===== src/rtl/decode_regfile_sb.sv =====
// Decode-stage register file with a per-register pending-write scoreboard.
// Provides write-first bypass reads, issue stall generation and flush of outstanding long-latency writes.
module decode_regfile_sb #(
  parameter int DATA_W   = 32,
  parameter int NUM_REGS = 32,
  parameter int ADDR_W   = 5,
  parameter int RD_PORTS = 2,
  parameter int MAX_PEND = 3,
  parameter int ZERO_REG = 1
) (
  input  logic                         clock,
  input  logic                         reset,
  input  logic [RD_PORTS*ADDR_W-1:0]   rd_addr,
  input  logic [RD_PORTS-1:0]          rd_used,
  output logic [RD_PORTS*DATA_W-1:0]   rd_data,
  output logic [RD_PORTS-1:0]          rd_pend,
  input  logic                         wr_en,
  input  logic [ADDR_W-1:0]            wr_addr,
  input  logic [DATA_W-1:0]            wr_data,
  input  logic                         wr_long,
  input  logic                         iss_valid,
  input  logic                         iss_long,
  input  logic [ADDR_W-1:0]            iss_rd,
  input  logic                         flush,
  output logic                         stall,
  output logic                         busy,
  output logic                         sb_err
);

  localparam int CNT_W = $clog2(MAX_PEND + 1);
  localparam logic [CNT_W-1:0] CNT_MAX = CNT_W'(MAX_PEND);
  localparam logic [CNT_W-1:0] CNT_ONE = CNT_W'(1);

  logic [DATA_W-1:0] regs [NUM_REGS];
  logic [CNT_W-1:0]  cnt  [NUM_REGS];
  logic              err_q;

  logic wr_zero, wr_ok, retire;
  logic iss_zero, iss_full, dep_stall, accept;
  logic [NUM_REGS-1:0] inc_vec, dec_vec;
  logic busy_c;

  assign wr_zero  = (ZERO_REG != 0) && (wr_addr == '0);
  assign wr_ok    = wr_en && !wr_zero;
  assign retire   = wr_ok && wr_long;
  assign iss_zero = (ZERO_REG != 0) && (iss_rd == '0);

  // Per-port read: zero register, then bypass of the same-cycle write, then storage.
  for (genvar p = 0; p < RD_PORTS; p++) begin : g_rd
    logic [ADDR_W-1:0] a;
    logic              zero_rd;
    assign a       = rd_addr[p*ADDR_W +: ADDR_W];
    assign zero_rd = (ZERO_REG != 0) && (a == '0);
    assign rd_data[p*DATA_W +: DATA_W] = zero_rd ? '0 :
                                         (wr_ok && (wr_addr == a)) ? wr_data : regs[a];
    assign rd_pend[p] = !zero_rd && (cnt[a] != '0) &&
                        !((cnt[a] == CNT_ONE) && retire && (wr_addr == a));
  end

  assign dep_stall = |(rd_used & rd_pend);
  assign iss_full  = iss_long && (cnt[iss_rd] == CNT_MAX) && !(retire && (wr_addr == iss_rd));
  assign stall     = iss_valid && (dep_stall || iss_full);
  assign accept    = iss_valid && !stall && iss_long && !iss_zero;

  always_comb begin
    inc_vec = '0;
    dec_vec = '0;
    if (accept) inc_vec[iss_rd] = 1'b1;
    if (retire) dec_vec[wr_addr] = 1'b1;
  end

  always_comb begin
    busy_c = 1'b0;
    for (int r = 0; r < NUM_REGS; r++) busy_c = busy_c | (cnt[r] != '0);
  end

  assign busy   = busy_c;
  assign sb_err = err_q;

  // A matched issue/retire on one register cancels out; counters saturate rather than wrap.
  always_ff @(posedge clock or negedge reset) begin
    if (!reset) begin
      for (int r = 0; r < NUM_REGS; r++) begin
        regs[r] <= '0;
        cnt[r]  <= '0;
      end
      err_q <= 1'b0;
    end else begin
      if (wr_ok) regs[wr_addr] <= wr_data;
      for (int r = 0; r < NUM_REGS; r++) begin
        if (flush) begin
          cnt[r] <= '0;
        end else if (inc_vec[r] && !dec_vec[r] && (cnt[r] != CNT_MAX)) begin
          cnt[r] <= cnt[r] + CNT_ONE;
        end else if (dec_vec[r] && !inc_vec[r] && (cnt[r] != '0)) begin
          cnt[r] <= cnt[r] - CNT_ONE;
        end
      end
      if (retire && !inc_vec[wr_addr] && (cnt[wr_addr] == '0)) err_q <= 1'b1;
    end
  end

endmodule


===== config.mk =====
export PLATFORM = sky130hd
export DESIGN_NAME = decode_regfile_sb
export DESIGN_NICKNAME = d
export VERILOG_FILES = /design/src/rtl/decode_regfile_sb.sv
export SDC_FILE = /design/constraint.sdc
export NUM_CORES = 2
export LEC_CHECK = 0
export CAP_MARGIN = 5
export CORE_UTILIZATION = 56
export CTS_CLUSTER_DIAMETER = 30
export CTS_CLUSTER_SIZE = 28
export DETAILED_ROUTE_END_ITERATION = 8
export DONT_BUFFER_PORTS = 1
export GPL_ROUTABILITY_DRIVEN = 1
export PLACE_DENSITY = 0.74
export SYNTH_ARGS = -nofsm -noshare
export SYNTH_HDL_FRONTEND = slang
export SYNTH_SLANG_ARGS = --single-unit

===== constraint.sdc =====
create_clock -name clock -period 3.4 [get_ports clock]
set_input_delay 0.51 -clock clock [delete_from_list [all_inputs] [get_ports clock]]
set_output_delay 0.51 -clock clock [all_outputs]
set_load 0.01 [all_outputs]

## Yosys cells after proc, flatten, opt, wreduce, memory -nomap -nowiden

Index checks and enable logic that the tools add are counted.

- Reduce and logical (&&, ||, !) cells: 298
- Equality and inequality tests: 38
- Order comparisons: 9
- $add $sub $neg: 64
- Bitwise logic cells: 36
- Mux-type cells: 129

Operators by type and width:

| kind | number |
|---|---|
| $bwmux 1024 | 1 |
| $mux 32 | 11 |
| $bmux 32 s5 | 2 |
| $mux 2 | 104 |
| $demux 32 s5 | 1 |
| $logic_and 1x1->1 | 152 |
| $reduce_bool 3->1 | 32 |
| $logic_not 1->1 | 73 |
| $reduce_bool 2->1 | 34 |
| $add 2x1->2 const B | 32 |
| $ne 2x2->1 const B | 32 |
| $sub 2x1->2 const B | 32 |
| $bmux 2 s5 | 4 |
| $or 1x1->1 | 31 |
| $ge 6x6->1 const B | 4 |
| $not 5->6 | 4 |
| $logic_not 5->1 | 4 |
| $eq 5x5->1 | 3 |
| $lt 5x6->1 const B | 2 |
| $demux 1 s5 | 2 |
| $ge 5x1->1 const B | 2 |
| $lt 6x1->1 const B | 1 |
| $bmux 1 s5 | 1 |
| $eq 2x1->1 const B | 2 |
| other kinds (6) | 8 |

- Logic and storage cells: 639
- Flip-flop bits (word level): 1,089
- Input port bits: 61

## Longest topological paths before layout

- Depth after elaboration: 32
- Mapped depth: 14

## Worst setup path before layout

Ideal clock, no wire load.

- Path kind: input -> output
- Start: input rd_addr[0]
- End: output rd_data[10]
- Data arrival time: 3,063 ps
- Buffers on the path: 5
- Path slack: -173 ps
- Stages: 9
- Data required time: 2,890 ps
- Path through: buf_2 > buf_2 > buf_2 > buf_2 > buf_1 > mux4_2 > mux4_2 > mux2i_1 > a211oi_1

- Word-level cells in the longest chain between the ends: 6

Ends and longest elaborated chain:

| item | RTL line | text |
|---|---|---|
| start: declaration | 13 | `input logic [RD_PORTS*ADDR_W-1:0] rd_addr,` |
| $not 5->6 (not written as such) | 55 | `(wr_ok && (wr_addr == a)) ? wr_data : regs[a];` |
| $bmux 32 s5 | 55 |  |
| $mux 32 (not written as such) (2 in series) | 55 |  |
| $mux 32 | 55 |  |
| $mux 32 (*) | 54 | `assign rd_data[p*DATA_W +: DATA_W] = zero_rd ? '0 :` |
| end: declaration | 15 | `output logic [RD_PORTS*DATA_W-1:0] rd_data,` |

Every way passes the cells marked *; elsewhere a longest branch is shown, timed or not. The select of a mux whose other input is x is not followed.

## Final worst setup path

- Start: input rd_addr[5]
- End: output rd_data[43]

The elaborated chain is that of the path after synthesis.

==> results by group <==
Placement
  – Final Wtd Congestion: about 0.98
  – Port bufs: 0
  – DPL Wire Length: slightly below 100 mm
  – Dpl cells: ~5300

Cells and area
  – Finished Layout Cells: 5846
  – Filler cells: 7144
  – Most frequent cells in the layout: dfrtp_1, mux2_2, mux4_2, nand2_1, clkbuf_16
  – Final #Nets: 4298
  – Layout area overhead: 17.55%
  – Commonest non-fill, non-tap cell in the layout: dfrtp_1
  – Layout cells sized above 1: 0.5131

Min path
  – Hold Path Class: input port to flop
  – Hold Path Cell Cnt: 3

Logic synthesis
  – Distinct cells, synth: 74
  – Synth Flop Type: dfrtp_1
  – Syn Area/Cell: 14.28 sq um
  – Yosys warns: 0
  – Post-Syn Nets: 4343
  – Seq/Total Area, Yosys: 0.4456
  – Post-Syn Instances: between 4000 and 5000
  – Synth top area cells: dfrtp_1, mux4_2, mux2_2, clkbuf_1, nand2_1
  – Async SR Flop Fraction: 1.000
  – EDFF count, synth: 0
  – Leading area contributor after synthesis: dfrtp_1
  – Top-area cell type share of the netlist area: 0.4456
  – Synth Register Bits: 1089
  – Synth Cell Area: 61150 sq um

Timing
  – Max-slew violation count: between 400 and 500
  – Final Skew: 0.03163 ns
  – Setup violators final: between 90 and 100
  – F_max: 0.2307 GHz
  – Tmin final: between 4 and 5 ns
  – Relative slew slack: -0.4456
  – Setup TNS: -62.75 ns
  – Post-route setup slack: -0.9338 ns
  – Fin. Hold Viols: 0
  – RSZ-0062 raised after global routing: yes
  – Period utilization: 1.275
  – Least-Margin Pin Slew: ~2.2 ns

Floorplan
  – Die Area: between 100000 and 150000 sq um
  – Die Ht: approximately 330 um
  – Starting Density: 0.5681
  – Core ar.: around 110000 sq um
  – DIE WIDTH: 332.5 um
  – Rows: 120
  – Io pins: 130

Power
  – P_int: 36100 uW
  – Clock Power Share: 0.494
  – Fraction of power spent switching nets: 0.2552
  – Gate power share: 0.154
  – VDD IR max: approximately 0.60 mV
  – Sw Pwr: about 12000 uW
  – Pwr/cell area: between 600 and 700 nW/um^2
  – LEAKAGE: about 0.030 uW
  – Sequential power share: 0.351

Setup path
  – Worst-path cell chain: xnor2_1 > nand3_1 > nor2_1 > nand3_4 > buf_12 > a211oi_1 > buf_4
  – CP arrival: ~3.8 ns
  – R2r worst-path depth: 11
  – CP max stage delay: around 0.66 ns
  – Crit start category: input port
  – Slowest cell on the critical path: xnor2_1
  – Levels on crit path: 7
  – Crit path kind: input port to output port
  – Top delay family on crit path: simple AND/OR/NAND/NOR gates
  – CP endpoint kind: output port
  – CP Max Fanout: around 280
  – WP buf/inv: 2
  – CP Data Required Time: 2.89 ns

Run
  – Max cap viols: 0

Clock tree
  – # H-tree levels: 4
  – CTS buffer count: around 230
  – Worst-path clk slew: ~0.050 ns
  – Skew-Pair Late Insertion Delay: around 0.8 ns
  – Clock Path Buffers: 3
  – CTS tree: built
  – Sink Count: around 1100
  – Root Buffer: clkbuf_16

Global route
  – First-pass GRT wire length: 281.9 mm
  – GR Util All Layers: 0.3438
  – Vias in the first global route: approximately 43000
  – Largest net degree at the start of global routing: 1090
  – Grt ovf: 0
  – Initial antenna violation count: 2

Routing
  – Final Routed Wirelength: approximately 190 mm
  – Initial DRC Count: roughly 4600
  – Via/cell ratio: 7.140
  – DR WL/cell: 32.09 um
  – Vias: between 40000 and 50000
  – DR pass1 iterations: 7
  – Remaining DRCs: 0
  – ANT nets after route: 0

Run status
  – Status: finished, violations left
  – Violated checks: slew limit, setup timing
==> synth_stat cells (8+ instances only) <==
master,instances
and3_1,17
xnor2_1,11
nor2_1,161
buf_1,120
a31oi_1,13
o21ai_0,35
a21boi_0,10
nand2_1,297
o221ai_1,10
or3_1,12
inv_1,18
nor4_1,18
nand3_1,29
and2_1,9
nand4_1,11
nor3b_1,8
o32ai_1,11
a211oi_1,84
nand2b_1,17
buf_2,46
mux4_2,665
nor3_1,30
nor2b_1,14
mux2i_1,110
a21oi_1,58
clkbuf_1,309
dfrtp_1,1089
a221oi_1,8
xor2_1,13
mux2_2,936
==> registers in the layout, summed over array words and instances (netlist names) <==
| name | flops |
|---|---|
| cnt | 64 |
| regs | 1024 |
| sb_err | 1 |
==> worst register-to-register path: cells and delay by family (launching register included) <==
kind	cells	cell delay (ns)
AO/OA/AOI/OAI	3	0.58
buffers and inverters	2	0.41
flip-flops	1	0.45
multiplexers	2	0.72
AND/OR/NAND/NOR	4	1.09
==> through the flow <==
step | util | hold WS, ns | power [uW] | cell area [sq um] | setup WS, ns
5_1_grt | 0.6677 | 0.04385 | 50000 | 71890 | -0.08577
3_5_place_dp | 0.5810 | 0.2664 | 23890 | 62540 | 0.04196
4_1_cts | 0.6644 | -0.5830 | 48210 | 71530 | -0.01573
3_3_place_gp | 0.5810 | 0.2654 | 23460 | 62540 | 0.1520
6_report | 0.6678 | 0.03427 | 48470 | 71890 | -0.9338
2_1_floorplan | - | 0.2144 | 22610 | 61190 | 0.007137
==> cell families (layout without fill, tap and decap cells) <==
group / after synthesis / count (layout) / share of synthesized area
AOI/OAI and AO/OA: 300 / 300 / 0.03449
xor gates and xnor gates: 24 / 24 / 0.003437
buffers and inverters: 500 / 658 / 0.03212
DFF: 1089 / 1089 / 0.4456
muxes: 1711 / 1711 / 0.4353
other: 0 / 3 / 0
and+or+nand+nor: 658 / 658 / 0.04908
==> worst paths after layout <==
path / slack (ns) / start / to
hold / removal: 0.03 / wr_long / cnt[17]
hold reg to reg: 0.39 / regs[1011] / regs[1011]
min in group asynchronous: 0.37 / reset / regs[511]
setup reg to reg: 0.06 / cnt[17] / cnt[14]
setup / recovery: -0.93 / rd_addr[5] / rd_data[43]
max in group asynchronous: 0.49 / reset / regs[658]
==> layer usage <==
metal | up-vias | routed length, um | global-route usage
met1 | 22449 | 74310 | 0.4805
li1 | 16502 | - | -
met4 | 0 | 8272 | 0.1564
met5 | - | 0 | 0
met2 | 2310 | 87520 | 0.5176
met3 | 480 | 17510 | 0.07807
==> area by class of cell <==
class	count	area [sq um]	share of cell area
clock inverter	163	2374	0.03302
tap	1403	1755	0.02442
timing repair buffer	205	2047	0.02847
clock buffer	270	6053	0.08420
antenna	3	7.507	0.0001044
inverter	20	76.32	0.001062
multi-input combinational	2693	32300	0.4493
sequential	1089	27280	0.3794
==> power groups by stage <==
stage / registers, uW / logic (uW) / clock network [uW]
2_1_floorplan: 16500 / 6090 / 0
3_3_place_gp: 16900 / 6610 / 0
3_5_place_dp: 17100 / 6810 / 0
4_1_cts: 17000 / 7160 / 24100
5_1_grt: 17300 / 7910 / 24800
6_report: 17000 / 7490 / 24000
==> timing repair <==
| item | in CTS | in global routing |
|---|---|---|
| pin swaps | 4 | 4 |
| resized for setup | 31 | 15 |
| setup endpoints to repair | 8 | 11 |
| hold buffers | 40 | 3 |
| gates cloned | 1 | 0 |
| setup buffers | 5 | 13 |
| endpoints found under the hold margin | 2137 | 372 |
(Power assumes the default switching activity.)
